### config.mk
export PLATFORM = sky130hd
export DESIGN_NAME = score_counter
export DESIGN_NICKNAME = d
export VERILOG_FILES = /design/src/rtl/score_pkg.sv /design/src/rtl/hold_timer.sv /design/src/rtl/score_counter.sv
export SDC_FILE = /design/constraint.sdc
export NUM_CORES = 1
export LEC_CHECK = 0
export ABC_CLOCK_PERIOD_IN_PS = 2200
export BUFFER_PORTS_ARGS = -buffer_cell sky130_fd_sc_hd__buf_4
export CAP_MARGIN = 30
export CORE_ASPECT_RATIO = 0.75
export CORE_MARGIN = 3
export CORE_UTILIZATION = 45
export CTS_CLUSTER_DIAMETER = 40
export CTS_CLUSTER_SIZE = 25
export DETAILED_ROUTE_END_ITERATION = 12
export PLACE_DENSITY = 0.66
export SETUP_SLACK_MARGIN = 0.3
export SYNTH_ARGS = -nofsm -noshare
export SYNTH_HDL_FRONTEND = slang
export SYNTH_HIERARCHICAL = 1
export SYNTH_SLANG_ARGS = --single-unit
### constraint.sdc
create_clock -name i_clk -period 2.2 [get_ports i_clk]
set_clock_uncertainty 0.15 [all_clocks]
set_input_delay 0.44 -clock i_clk [delete_from_list [all_inputs] [get_ports i_clk]]
set_output_delay 0.44 -clock i_clk [all_outputs]
set_load 0.01 [all_outputs]
### src/rtl/score_pkg.sv
// Shared definitions for the score counter, score renderer and top level:
// score width, default saturation value and game state encoding.
package score_pkg;

   localparam int unsigned SCORE_W           = 7;
   localparam int unsigned HOLD_W            = 8;
   localparam int unsigned MAX_SCORE_DEFAULT = 99;

   typedef enum logic [1:0] {
      ST_READY = 2'd0,
      ST_PLAY  = 2'd1,
      ST_OVER  = 2'd2
   } state_t;

endpackage : score_pkg

### src/rtl/hold_timer.sv
// Counts frame ticks of continuous move-hold and flags each completed hold.
// The done flag is combinational and is consumed by the owning FSM's registers.
module hold_timer
   import score_pkg::*;
#(
   parameter int unsigned HOLD_TICKS = 8
) (
   input  logic clk,
   input  logic rst,
   input  logic clear,
   input  logic tick,
   input  logic move,
   output logic done
);

   logic [HOLD_W-1:0] count;
   logic              last_c;

   assign last_c = (count == HOLD_W'(HOLD_TICKS - 1));
   assign done   = ~clear & move & tick & last_c;

   // A released button or an external clear discards any partial hold.
   always_ff @(posedge clk) begin
      if (rst) begin
         count <= '0;
      end else if (clear || !move) begin
         count <= '0;
      end else if (tick) begin
         if (last_c) count <= '0;
         else        count <= count + HOLD_W'(1);
      end
   end

endmodule : hold_timer

### src/rtl/score_counter.sv
// Game score tracker: scores one point per completed move-hold while playing,
// freezes on collision, keeps the best score since reset.
module score_counter
   import score_pkg::*;
#(
   parameter int unsigned HOLD_TICKS = 8,
   parameter int unsigned MAX_SCORE  = MAX_SCORE_DEFAULT
) (
   input  logic               i_clk,
   input  logic               i_rst,
   input  logic               i_frame_tick,
   input  logic               i_move,
   input  logic               i_collision,
   input  logic               i_restart,
   output logic [SCORE_W-1:0] o_score,
   output logic [SCORE_W-1:0] o_high_score,
   output logic               o_game_over,
   output logic               o_score_pulse
);

   logic   move_meta;
   logic   move_sync;
   state_t state;
   state_t state_next;
   logic   clear_c;
   logic   done_c;
   logic   inc_c;
   logic   zero_c;
   logic   capture_c;

   // Two-flop synchronizer for the asynchronous button level.
   always_ff @(posedge i_clk) begin
      if (i_rst) begin
         move_meta <= 1'b0;
         move_sync <= 1'b0;
      end else begin
         move_meta <= i_move;
         move_sync <= move_meta;
      end
   end

   hold_timer #(
      .HOLD_TICKS (HOLD_TICKS)
   ) u_hold_timer (
      .clk   (i_clk),
      .rst   (i_rst),
      .clear (clear_c),
      .tick  (i_frame_tick),
      .move  (move_sync),
      .done  (done_c)
   );

   always_ff @(posedge i_clk) begin
      if (i_rst) state <= ST_READY;
      else       state <= state_next;
   end

   // Collision takes priority over a hold completing in the same cycle.
   always_comb begin
      state_next = state;
      clear_c    = 1'b1;
      inc_c      = 1'b0;
      zero_c     = 1'b0;
      capture_c  = 1'b0;
      case (state)
         ST_READY: begin
            if (move_sync) state_next = ST_PLAY;
         end
         ST_PLAY: begin
            clear_c = i_collision;
            if (i_collision) begin
               state_next = ST_OVER;
               capture_c  = (o_score > o_high_score);
            end else begin
               inc_c = done_c && (o_score < SCORE_W'(MAX_SCORE));
            end
         end
         ST_OVER: begin
            if (i_restart) begin
               state_next = ST_READY;
               zero_c     = 1'b1;
            end
         end
         default: state_next = ST_READY;
      endcase
   end

   always_ff @(posedge i_clk) begin
      if (i_rst) begin
         o_score       <= '0;
         o_high_score  <= '0;
         o_game_over   <= 1'b0;
         o_score_pulse <= 1'b0;
      end else begin
         if (zero_c)     o_score <= '0;
         else if (inc_c) o_score <= o_score + SCORE_W'(1);
         if (capture_c)  o_high_score <= o_score;
         o_game_over   <= (state_next == ST_OVER);
         o_score_pulse <= inc_c;
      end
   end

endmodule : score_counter

After elaboration in Yosys (flattened, before gate mapping). Index checks and enable logic that the tools add are counted.

Add/subtract/negate cells: 2. $lt $le $gt $ge: 2. Equality and inequality tests: 4. Muxes and demuxes: 12. Bitwise operators: 4. Reductions and logical operators: 6.

Operator list (count): 8-bit by 1-bit adder with 8-bit output, second input constant (1); 8-bit by 3-bit equality test with 1-bit output, second input constant (1); 8-bit 2-to-1 mux (1); 7-bit by 1-bit adder with 7-bit output, second input constant (1); 7-bit > comparator (1); 7-bit < comparator, second input constant (1); 1-bit 2-to-1 mux (7); 2-bit 2-to-1 mux (3); 2-bit one-hot mux with 3 select lines (1); 2-bit equality test, second input constant (2); 2-bit OR reduction (2); 1-bit AND (3); 2-bit by 1-bit equality test with 1-bit output, second input constant (1); 2-bit zero test (1); 1-bit logical AND (1); 1-bit zero test (1); 1-bit logical OR (1); 1-bit NOT (1).

Register bits: 28. Input bits: 6. Output and inout port bits: 16. Logic and storage cells: 38.

Logic depth before layout (Yosys ltp).
Depth after elaboration: 9. Mapped depth: 7. Gate-level depth less buffers: 7.

Modules after synthesis. The synthesis kept the hierarchy.

By module, submodules not included: score_counter (instances 1, cells an instance 108, area an instance 1036.0 um^2, seq. area each 400.4 um^2); hold_timer (instances 1, cells an instance 41, area an instance 387.9 um^2, seq. area each 160.2 um^2).

Worst setup path before layout. No wires, ideal clock.

Path type: register to register. From: register u_hold_timer.count[0]. To: register o_score[1]. Setup time: 0.131 ns. Arrival: 1.726 ns. Required time: 1.919 ns. Setup slack: 0.193 ns. Cell stages (with the launch flop): 8. Path buffers: 0. Clock period less this slack: 2.007 ns. Path through: dfxtp_1 -> ha_1 -> nor4b_1 -> and4b_1 -> and4bb_2 -> o21a_1 -> mux2i_1 -> nor2_1.

Cells in the longest elaborated chain, start to end: 5.

RTL lines: start, declared (line hold_timer.sv:16) `logic [HOLD_W-1:0] count;`; start signal, assigned (line hold_timer.sv:30) `else count <= count + HOLD_W'(1);`; 8-bit by 3-bit equality test with 1-bit output (line hold_timer.sv:19) `assign last_c = (count == HOLD_W'(HOLD_TICKS - 1));`; 1-bit AND (line hold_timer.sv:20) `assign done = ~clear & move & tick & last_c;`; named net done_c (line score_counter.sv:26) `logic done_c;`; 1-bit logical AND (line score_counter.sv:75) `inc_c = done_c && (o_score < SCORE_W'(MAX_SCORE));`; 1-bit 2-to-1 mux (line score_counter.sv:71) `if (i_collision) begin`; 1-bit 2-to-1 mux (line score_counter.sv:65) `case (state)`; end signal, assigned (line score_counter.sv:96) `else if (inc_c) o_score <= o_score + SCORE_W'(1);`; end, declared (line score_counter.sv:15) `output logic [SCORE_W-1:0] o_score,`.

The timed path passes the listed nets, and every way through them passes these cells. A chain may end at the register's enable or synchronous reset.

Worst setup path in the final report. Same ends and word-level chain as after synthesis.

==> metrics.md <==
| Metric | Value |
|---|---|
| # rows | 17 |
| Simple-gate area share of the yosys netlist | 25.13% |
| Worst reg2reg setup slack | 260 ps |
| Part of the Yosys area used for sequential elements | 39.37% |
| Antenna cells | 0 |
| Worst-Skew Late Latency | 290 ps |
| Adder-cell share of the synthesized area | 7.909% |
| Avg Cell Area, Syn | 9.556 um2 |
| Worst EP required | 2200 ps |
| Clock root cell | clkbuf_8 |
| Area leader, netlist | dfxtp_1 |
| Io pins | 22 |
| Reg-to-Reg End | o_score[1] |
| Critical Path End Type | flop |
| Rel. slew slack | 61.85% |
| # setup viols final | 0 |
| Compound-Gate Fraction of Synth Area | ~12% |
| CTS buffer count | 3 |
| Arr. time, crit path | 1940 ps |
| Max-Cap Viols | 0 |
| Netlist cell types | 35 |
| Global-route wire length before repair | just under 5000 um |
| TritonCTS clock tree | yes |
| Port bufs | 21 |
| Die area | 3882 um2 |
| Detail Route Antenna Nets | 0 |
| Starting DRC count in detailed routing | 41 |
| Cells after synthesis | 149 |
| Detailed Route WL | roughly 3400 um |
| Vias post-DR | 1197 |
| Critical path class | flop to flop |
| GP Congestion | 0.8110 |
| Die Wd | around 71 um |
| Layout cells sized above 1 | 35.68% |
| HP Start | i_move |
| Tcrit/Tclk final | 88.14% |
| Hold crit path type | input pin to flop |
| Max Clock Freq | ~0.52 GHz |
| Setup ws final | 261.0 ps |
| Clock sinks | 28 |
| Synth top area cells | dfxtp_1, ha_1, mux2i_1 |
| Synth Register Bits | 28 |
| Leakage | 0.7421 nW |
| Hold path cells | 2 |
| Design area | 1894 um2 |
| Vias per inst | 5.368 |
| Total track usage | roughly 17% |
| Minimum clock period | 1939 ps |
| Largest family of logic cells by synthesized area | simple AND/OR/NAND/NOR gates |
| Post-synth ARST share | 0% |
| Starting Density | 47.82% |
| Setup TNS | 0 ps |
| Number of antenna violations at the first check in global routing | 0 |
| Clock slew seen by the registers of the worst setup and hold paths | roughly 100 ps |
| DPL Wire Length | between 2000 and 2500 um |
| H-tree Lvls | 1 |
| Critical Path Start Type | flop |
| RSZ-0062 raised after global routing | yes |
| Largest net degree at the start of global routing | 23 |
| Outcome | complete, no violations |
| Die height | around 55 um |
| Final Max Tran Viols | 0 |
| Post-synth top flop | dfxtp_1 |
| Post-synthesis mux area share | roughly 7% |
| Ys Warns | 6 |
| Core area | 2978 um2 |
| Worst Reg-to-Reg Cells | 7 |
| Maximum buffer depth of the clock tree | 2 |
| Hold Fails Final Rpt | 0 |
| Final core utilization | 63.61% |
| Net Count, Synth | 164 |
| Worst hold endpoint | move_meta |
| CP Max Fanout | 5 |
| Slew @ Worst Pin | 571.0 ps |
| Post-synth EDFFs | 0 |
| Power Total | 947.0 uW |
| TritonRoute pass-1 iters | 4 |
| Dpl cell area | 1690 um2 |
| Net count, final | 201 |
| Xor and xnor fraction of the mapped netlist area | 5.536% |
| Pre-CTS setup slack | 122.8 ps |
| Wire per inst | 15.07 um |
| RR Startpoint | u_hold_timer/count[0] |
| PwrDens | roughly 500 nW/um2 |
| Area delta synth->final | 33.04% |
| DRC | 0 |
| Max VDD drop | 0.0003643 V |
| GRT Residual Overflow | 0 |
| Netlist Area Pre-Place | 1424 um2 |
| Vias in the first global route | between 1000 and 1500 |
| Top cell type's share of synthesized area | 39.37% |
metal layers:
| metal | part of all wire, % | GRT usage (%) | vias to the layer above |
|---|---|---|---|
| met5 | 0 | 0 | - |
| met4 | 1.7 | 8.438 | 0 |
| met3 | 4.0 | 4.954 | 5 |
| met2 | 46 | 26.77 | 26 |
| met1 | 49 | 21.80 | 575 |
| li1 | - | - | 591 |
logic make-up (layout without fill, tap and decap cells):
group	count (synthesis)	after routing
buffers and inverters	11	47
multiplexers	10	10
AND/OR/NAND/NOR	61	61
flip-flops	28	28
XOR/XNOR	9	9
adder cells (fa/ha/maj)	9	9
AO/OA/AOI/OAI	21	21
synthesized netlist by cell type, types with 5 or more instances:
cell type and count:
a21oi_1 8, dfxtp_1 28, ha_1 9, inv_1 8
mux2i_1 10, nand2_1 6, nand2b_1 14, nand4_1 5
nor2_1 14, xor2_1 7
cell type report:
| type | count | area, um2 |
|---|---|---|
| Fill cell | 260 | 1084 |
| Multi-Input combinational cell | 110 | 899.6 |
| Sequential cell | 28 | 579.3 |
| Timing Repair Buffer | 35 | 266.5 |
| Tap cell | 38 | 47.55 |
| Clock buffer | 3 | 41.29 |
| Clock inverter | 1 | 30.03 |
| Inverter | 8 | 30.03 |
critical path, cell delays in order (launching register included):
cell,delay (ps)
dfxtp_4,370
ha_4,130
nor4b_4,210
and4b_1,220
and4bb_2,310
o21a_4,180
mux2i_1,190
nor2_1,50
worst max-delay path by stage:
stage	cells past startpoint	endpoint	start	slack, ps
floorplan	7	o_score[1]	u_hold_timer/count[1]	300
global placement	7	o_score[1]	u_hold_timer/count[1]	210
detailed placement	7	o_score[1]	u_hold_timer/count[1]	120
CTS	7	o_score[1]	u_hold_timer/count[1]	300
global route	7	o_score[1]	u_hold_timer/count[0]	150
finish	7	o_score[1]	u_hold_timer/count[0]	260
state kept, by name, summed over array words and instances, names as in the netlist:
| signal | flops |
|---|---|
| move_sync | 1 |
| u_hold_timer/count | 8 |
| o_score_pulse | 1 |
| move_meta | 1 |
| state | 2 |
| o_score | 7 |
| o_high_score | 7 |
| o_game_over | 1 |
power by group:
group | internal (mW) | switching (mW) | total (mW)
clock | 0.244 | 0.164 | 0.409
sequential | 0.507 | 0.00267 | 0.510
combinational | 0.0147 | 0.0142 | 0.0289
total | 0.766 | 0.181 | 0.947
what timing repair did:
item	4_1_cts	5_1_grt
endpoints found under the setup margin	12	14
pin swaps	1	11
gates cloned	0	0
buffers inserted	3	3
gates resized for setup	10	13
hold buffers	0	0
cells in the final DEF, fill, tap and decap left out, drive strengths merged, types with 2 or more instances in the layout:
cell | netlist | routed
a21o | 2 | 2
a21oi | 8 | 8
and3 | 2 | 2
and4bb | 2 | 2
buf | 1 | 35
clkbuf | 2 | 3
dfxtp | 28 | 28
ha | 9 | 9
inv | 8 | 8
mux2i | 10 | 10
nand2 | 6 | 6
nand2b | 14 | 14
nand3 | 3 | 3
nand3b | 3 | 3
nand4 | 6 | 6
nor2 | 14 | 14
nor2b | 3 | 3
o211ai | 2 | 2
o21a | 2 | 2
o21ai | 3 | 3
or3 | 3 | 3
xnor2 | 2 | 2
xor2 | 7 | 7
through the flow:
stage	instances	hold slack [ps]
6_report	223	200.2
5_1_grt	223	232.5
4_1_cts	220	203.3
3_5_place_dp	213	284.6
3_3_place_gp	213	277.7
2_1_floorplan	149	263.8
Note: power is estimated with default switching activity, not from simulation.
